`config.mk`:
```
export PLATFORM = sky130hd
export DESIGN_NAME = count_pwm_gen_flat
export DESIGN_NICKNAME = d
export VERILOG_FILES = /design/src/rtl/count_pwm_gen_if.sv /design/src/rtl/count_pwm_gen.sv /design/src/flat_wrapper.sv
export SDC_FILE = /design/constraint.sdc
export NUM_CORES = 1
export LEC_CHECK = 0
export ABC_CLOCK_PERIOD_IN_PS = 7100
export CAP_MARGIN = 25
export CORE_AREA = 2 2 45 47
export CTS_BUF_LIST = sky130_fd_sc_hd__clkbuf_4
export DETAILED_ROUTE_END_ITERATION = 10
export DIE_AREA = 0 0 47 49
export PLACE_DENSITY = 0.72
export SYNTH_ARGS = -nofsm -noshare
export SYNTH_HDL_FRONTEND = slang
export SYNTH_SLANG_ARGS = --single-unit
```
`constraint.sdc`:
```
create_clock -name clk -period 7.1 [get_ports clk]
set_input_delay 1.065 -clock clk [delete_from_list [all_inputs] [get_ports clk]]
set_output_delay 1.065 -clock clk [all_outputs]
set_load 0.05 [all_outputs]
```
`src/rtl/count_pwm_gen_if.sv`:
```
// Duty-update handshake bundle for count_pwm_gen.
// The master offers a requested duty value with duty_valid. The slave answers
// with duty_ready while its shadow register is free.
interface count_pwm_gen_if #(
    parameter int WIDTH = 4
);
    logic [WIDTH:0] duty_in;
    logic           duty_valid;
    logic           duty_ready;

    modport master (
        output duty_in,
        output duty_valid,
        input  duty_ready
    );

    modport slave (
        input  duty_in,
        input  duty_valid,
        output duty_ready
    );
endinterface

```
`src/rtl/count_pwm_gen.sv`:
```
// PWM generator driven by an external free-running counter value.
// Duty updates land in a shadow register and are moved into the active duty
// only on a detected period boundary, so a period is never cut short or
// stretched by an update.
module count_pwm_gen #(
    parameter int WIDTH      = 4,
    parameter bit COUNT_DOWN = 1'b0,
    parameter bit POLARITY   = 1'b1
) (
    input  logic             clk,
    input  logic             rst,
    input  logic [WIDTH-1:0] cnt_in,
    input  logic             en,
    count_pwm_gen_if.slave   duty_if,
    output logic             pwm_out,
    output logic             period_start,
    output logic             update_ack
);

    localparam logic [WIDTH:0] DUTY_MAX = {1'b1, {WIDTH{1'b0}}};

    typedef enum logic [1:0] {
        IDLE  = 2'd0,
        ARMED = 2'd1,
        RUN   = 2'd2
    } state_t;

    state_t           state_reg;
    state_t           state_next;
    logic [WIDTH-1:0] cnt_prev_reg;
    logic [WIDTH-1:0] phase;
    logic [WIDTH:0]   active_duty_reg;
    logic [WIDTH:0]   shadow_duty_reg;
    logic [WIDTH:0]   duty_clamped;
    logic [WIDTH:0]   eff_duty;
    logic             pending_reg;
    logic             wrap;
    logic             capture;
    logic             apply;
    logic             pwm_active_next;
    logic             pwm_out_reg;
    logic             period_start_reg;
    logic             update_ack_reg;

    // A down-counting source is mirrored so that phase always runs upward from 0.
    assign phase = COUNT_DOWN ? ~cnt_in : cnt_in;

    // A boundary needs phase 0 and a changed count. A source parked at the
    // start value therefore does not retrigger on every cycle.
    assign wrap = (phase == '0) && (cnt_prev_reg != cnt_in);

    assign duty_if.duty_ready = ~pending_reg;
    assign capture            = duty_if.duty_valid && ~pending_reg;
    assign apply              = wrap && pending_reg;
    assign duty_clamped       = (duty_if.duty_in > DUTY_MAX) ? DUTY_MAX : duty_if.duty_in;

    // The period that begins on this wrap already uses the freshly applied duty.
    assign eff_duty = apply ? shadow_duty_reg : active_duty_reg;

    // Track the counter and move duty through shadow -> active.
    // Capture and apply are exclusive because capture requires an empty shadow.
    always_ff @(posedge clk or posedge rst) begin
        if (rst) begin
            cnt_prev_reg    <= '0;
            active_duty_reg <= '0;
            shadow_duty_reg <= '0;
            pending_reg     <= 1'b0;
        end else begin
            cnt_prev_reg <= cnt_in;
            if (apply) begin
                active_duty_reg <= shadow_duty_reg;
                pending_reg     <= 1'b0;
            end
            if (capture) begin
                shadow_duty_reg <= duty_clamped;
                pending_reg     <= 1'b1;
            end
        end
    end

    // State register of the enable/arming sequencer.
    always_ff @(posedge clk or posedge rst) begin
        if (rst) begin
            state_reg <= IDLE;
        end else begin
            state_reg <= state_next;
        end
    end

    // Next state, and whether the registered output is active next cycle.
    always_comb begin
        state_next      = state_reg;
        pwm_active_next = 1'b0;
        case (state_reg)
            IDLE: begin
                if (en) begin
                    state_next = ARMED;
                end
            end
            ARMED: begin
                if (!en) begin
                    state_next = IDLE;
                end else if (wrap) begin
                    state_next = RUN;
                end
            end
            RUN: begin
                if (!en) begin
                    state_next = IDLE;
                end
            end
            default: begin
                state_next = IDLE;
            end
        endcase
        pwm_active_next = (state_next == RUN) && ({1'b0, phase} < eff_duty);
    end

    // Output registers: each output lags cnt_in by exactly one clock.
    always_ff @(posedge clk or posedge rst) begin
        if (rst) begin
            pwm_out_reg      <= ~POLARITY;
            period_start_reg <= 1'b0;
            update_ack_reg   <= 1'b0;
        end else begin
            pwm_out_reg      <= pwm_active_next ? POLARITY : ~POLARITY;
            period_start_reg <= wrap;
            update_ack_reg   <= apply;
        end
    end

    assign pwm_out      = pwm_out_reg;
    assign period_start = period_start_reg;
    assign update_ack   = update_ack_reg;

endmodule

```
`src/flat_wrapper.sv`:
```
// flat-port wrapper written by rule: the top's interface ports become plain ports
module count_pwm_gen_flat 
#(
    parameter int WIDTH      = 4,
    parameter bit COUNT_DOWN = 1'b0,
    parameter bit POLARITY   = 1'b1
)
  (clk, rst, cnt_in, en, pwm_out, period_start, update_ack, duty_if_duty_in, duty_if_duty_valid, duty_if_duty_ready);
  count_pwm_gen_if #(.WIDTH(WIDTH)) duty_if_i ();
  input  logic clk;
  input  logic rst;
  input  logic [WIDTH-1:0] cnt_in;
  input  logic en;
  output logic pwm_out;
  output logic period_start;
  output logic update_ack;
  input wire logic [$bits(duty_if_i.duty_in)-1:0] duty_if_duty_in;
  input wire logic [$bits(duty_if_i.duty_valid)-1:0] duty_if_duty_valid;
  output wire logic [$bits(duty_if_i.duty_ready)-1:0] duty_if_duty_ready;
  assign duty_if_i.duty_in = duty_if_duty_in;
  assign duty_if_i.duty_valid = duty_if_duty_valid;
  assign duty_if_duty_ready = duty_if_i.duty_ready;
  count_pwm_gen #(.WIDTH(WIDTH), .COUNT_DOWN(COUNT_DOWN), .POLARITY(POLARITY)) u_core (.clk(clk), .rst(rst), .cnt_in(cnt_in), .en(en), .duty_if(duty_if_i), .pwm_out(pwm_out), .period_start(period_start), .update_ack(update_ack));
endmodule
```
======== Word level (Yosys, flattened, before mapping) ========
Cells that the tools add are included.
word-level totals
  register bits after elaboration ......... 20
  output and inout port bits .............. 4
operators by class
  reductions and logical operators ........ 7
  bitwise logic cells ..................... 1
  order comparisons ....................... 2
  eq/ne operators ......................... 4
  multiplexer cells ....................... 10
operator list
  operator            count
  $mux 5              2
  $mux 2              4
  $pmux 2 s3          1
  $gt 5x5->1 const B  1
  $lt 4x5->1          1
  $eq 2x2->1 const B  2
  $logic_and 1x1->1   4
  $logic_not 4->1     1
  $ne 4x4->1          1
  $mux 1              3
  $eq 2x1->1 const B  1
  $logic_not 2->1     1
  $reduce_bool 2->1   1
  $not 1->1           1

======== Logic depth before layout (Yosys ltp) ========
  word-level depth ........................ 8
  gate-level depth with buffers ........... 8

======== Least setup slack after synthesis ========
OpenSTA, ideal clock, no wires.
  path kind ............................... input-to-reg
  start point ............................. in cnt_in[1]
  end point ............................... reg u_core.pwm_out_reg, in the netlist u_core.pwm_out
  path slack .............................. 4264 ps
  data required time ...................... 7035 ps
  cell stages on the path ................. 8
  arrival time ............................ 2771 ps
  setup time .............................. 65 ps
  buffers on the path ..................... 0
  cells stage by stage .................... nor4_2 > nand3_2 > mux2i_1 > ha_1 > a211oi_1 > nand4_1 > a31oi_1 > o21a_1
between the ends
  cells in the longest elaborated chain, start to end .. 8
  elaborated cells between the ends (all ways) .. 12
ends and longest elaborated chain
  item                                                  RTL line              RTL
  start, declared                                       flat_wrapper.sv:12    input logic [WIDTH-1:0] cnt_in;
  $ne 4x4->1 / $logic_not 4->1 (equally long branches)  count_pwm_gen.sv:50   assign wrap = (phase == '0) && (cnt_prev_reg != cnt_in);
  $logic_and 1x1->1                                     count_pwm_gen.sv:50
  $mux 2                                                count_pwm_gen.sv:103  end else if (wrap) begin
  $mux 2                                                count_pwm_gen.sv:101  if (!en) begin
  $pmux 2 s3                                            count_pwm_gen.sv:94   case (state_reg)
  $eq 2x2->1                                            count_pwm_gen.sv:116  pwm_active_next = (state_next == RUN) && ({1'b0, phase} < eff_duty);
  $logic_and 1x1->1 (*)                                 count_pwm_gen.sv:116
  via u_core.pwm_active_next                            count_pwm_gen.sv:40   logic pwm_active_next;
  $mux 1 (*)                                            count_pwm_gen.sv:126  pwm_out_reg <= pwm_active_next ? POLARITY : ~POLARITY;
  end signal, assigned                                  count_pwm_gen.sv:122  pwm_out_reg <= ~POLARITY;
  end signal, assigned                                  count_pwm_gen.sv:126
  end, declared                                         count_pwm_gen.sv:41   logic pwm_out_reg;
The timed path passes the listed nets; every way through them passes the cells marked *.
A chain may end at the register's enable or synchronous reset.

======== Worst setup path after layout ========
  start point ............................. in cnt_in[0]
  end point ............................... reg u_core.pwm_out_reg, in the netlist u_core.pwm_out
The elaborated chain is that of the path after synthesis.

==> flow_metrics.tcl <==
set metrics [dict create \
    rsz0062_at_grt "no" \
    cts-htree-levels 1 \
    cts-root-buf "clkbuf_4" \
    clk_latency_ns 0.30 \
    coreArea_um2 1842 \
    drtAntennaViolNets 0 \
    die_area_um2 2303 \
    placementRows 16 \
    hold_path_class "reg2reg" \
    cp.required_ns 7.35 \
    finalHoldViolCount 0 \
    vias_per_cell 5.026 \
    synth_compound_gate_area_share_pct 10.87 \
    nNetsFinal 107 \
    slew_headroom_pct 51.92 \
    routed_wirelength_um 1474 \
    status "finished, final reports clean" \
    area_growth_pct 25.18 \
    final_common_cell "dfrtp_1" \
    layout_common_cells "dfrtp_1 (20), clkdlybuf4s50_1 (16), nand2_1 (6)" \
    synthAdderAreaFrac_pct 4.292 \
    die_y_um 49 \
    hpwl_um 1140 \
    postSynthAreaPerCell_um2 12.49 \
    cts_setup_buffers 0 \
    syn_inst 70 \
    synth-xor-area-share_pct 0 \
    cts_hold_buf 0 \
    crit_end "u_core.pwm_out$_DFF_PP0_" \
    synth_simple_gate_area_share_pct 17.31 \
    worstMarginPinSlew_ns 0.7204 \
    vias 588 \
    first_pass_iters 2 \
    critical_path_arrival_ns 3.50 \
    cp_max_fo 6 \
    antenna_cells 0 \
    antenna_found_initial 0 \
    drc 0 \
    synth_top_family_by_area "simple AND/OR/NAND/NOR gates" \
    critPathCaptureType "flop" \
    fin_crit_ns 3.250 \
    synth.area.mux_share_pct 7.725 \
    hold_slack_ns 0.4612 \
    slew_viol_final 0 \
    drv_cap 0 \
    startpoint "cnt_in[0]" \
    power_leakage_nw 0.5129 \
    drt_iter0_drc 5 \
    start_util_pct 47.49 \
    clock_skew_ns 0.002970 \
    power_density_nw_per_um2 227.1 \
    reg2reg_depth 8 \
    portBuffers 16 \
    grt.total_usage_pct 15.18 \
    max_freq_mhz 307.7 \
    tritoncts "done" \
    ios 17 \
    r2r-end "u_core.pwm_out$_DFF_PP0_" \
    wire_per_inst_um 12.60 \
    r2r_start "u_core.cnt_prev_reg[0]$_DFF_PP0_" \
    synth_nets 86 \
    cts.sinks 20 \
    clockBufferDepth 2 \
    globalRouteOverflowTotal 0 \
    clkSlewWorstSetupHoldPaths_ns 0.11 \
    setup_viol 0 \
    min_period_over_period_pct 45.77 \
    gp_congestion 0.7428 \
    die_x_um 47 \
    cp-start-kind "input pin" \
    cts_made_buffers 3 \
    ctsResizeCount 0 \
    ir_drop_mv 0.1077 \
    hold_depth 1 \
    dp.cells 113 \
    synth_cell_types 25 \
    grt_pass1_vias 549 \
    r2r_setup_slack_ns 4.57 \
    grt_pass1_wl_um 2387 \
    synth-seq-cells 20 \
    critical_path_class "in2reg" \
    drive_gt1_share_pct 14.44 \
    yosysSeqAreaShare_pct 57.22 \
    setup_tns_ns 0 \
    grt_max_degree 21 \
    synth_warnings 0 \
    instances_no_fill 117 \
    synth.cell_area_um2 874.6 \
]
## how the worst min path moves through the flow
| stage | startpoint | end | slack (ns) |
|---|---|---|---|
| 2_1_floorplan | u_core.state_reg[0]$_DFF_PP0_ | u_core.state_reg[0]$_DFF_PP0_ | 0.43 |
| 3_3_place_gp | u_core.state_reg[0]$_DFF_PP0_ | u_core.state_reg[0]$_DFF_PP0_ | 0.45 |
| 3_5_place_dp | u_core.state_reg[0]$_DFF_PP0_ | u_core.state_reg[0]$_DFF_PP0_ | 0.45 |
| 4_1_cts | u_core.state_reg[0]$_DFF_PP0_ | u_core.state_reg[0]$_DFF_PP0_ | 0.46 |
| 5_1_grt | u_core.state_reg[0]$_DFF_PP0_ | u_core.state_reg[0]$_DFF_PP0_ | 0.51 |
| 6_report | u_core.state_reg[0]$_DFF_PP0_ | u_core.state_reg[0]$_DFF_PP0_ | 0.46 |
## Yosys cell counts
library cell	n	area, um^2
dfrtp_1	20	500.5
nand2_1	6	22.52
inv_1	5	18.77
nand2b_1	5	31.28
o21ai_0	5	25.02
nor2_1	4	15.01
ha_1	3	37.54
mux2i_1	3	30.03
nor4_2	2	25.02
or4_4	2	22.52
a211oi_1	1	7.510
a21oi_1	1	5.000
a31oi_1	1	6.260
and2_1	1	6.260
inv_2	1	3.750
mux2_1	1	11.26
mux2_2	1	11.26
mux2_4	1	15.01
nand3_2	1	10.01
nand3b_1	1	7.510
nand4_1	1	6.260
nor3_1	1	5.000
o21a_1	1	7.510
o311ai_2	1	16.27
o41ai_4	1	27.53
## critical path: stages
cell	delay, ns
clkdlybuf4s50_1	0.49
nor4_2	0.37
nand3_2	0.25
mux2i_1	0.26
ha_1	0.28
a211oi_1	0.31
nand4_1	0.13
a31oi_1	0.21
o21a_1	0.13
## metrics by stage
step | util, % | power, mW | setup slack (ns) | instance area, um^2
after floorplan | - | 0.1762 | 4.264 | 874.6
after global placement | 58.02 | 0.1938 | 3.630 | 1069
after detailed placement | 58.02 | 0.1956 | 3.532 | 1069
after CTS | 59.44 | 0.2509 | 3.851 | 1095
after global routing | 59.44 | 0.2618 | 3.686 | 1095
final | 59.44 | 0.2486 | 3.850 | 1095
## routing by layer
layer  wire length (um)  global-route usage [%]  up-vias
li1                   -                       -      288
met1                629                   18.00      279
met2                713                   23.52       16
met3                 85                   3.704        5
met4                 45                   9.722        0
met5                  0                       0        -
## kinds of logic after synthesis
| family | Yosys count |
|---|---|
| and+or+nand+nor | 24 |
| DFF | 20 |
| AOI/OAI and AO/OA | 11 |
| buffers and inverters | 6 |
| muxes | 6 |
| adders and majority gates | 3 |
## report_power, final
group | switching [mW] | total [mW] | internal [mW]
clock | 0.0352 | 0.0557 | 0.0205
combinational | 0.0257 | 0.0519 | 0.0262
sequential | 0.00890 | 0.141 | 0.132
## layout make-up
type                            count  area, um^2
Fill cell                         177       747.0
Sequential cell                    20       500.5
Multi-Input combinational cell     44       351.6
Timing Repair Buffer               16       160.2
Tap cell                           27       33.78
Clock buffer                        3       22.52
Inverter                            6       22.52
Clock inverter                      1       3.754
(Power assumes the default switching activity.)
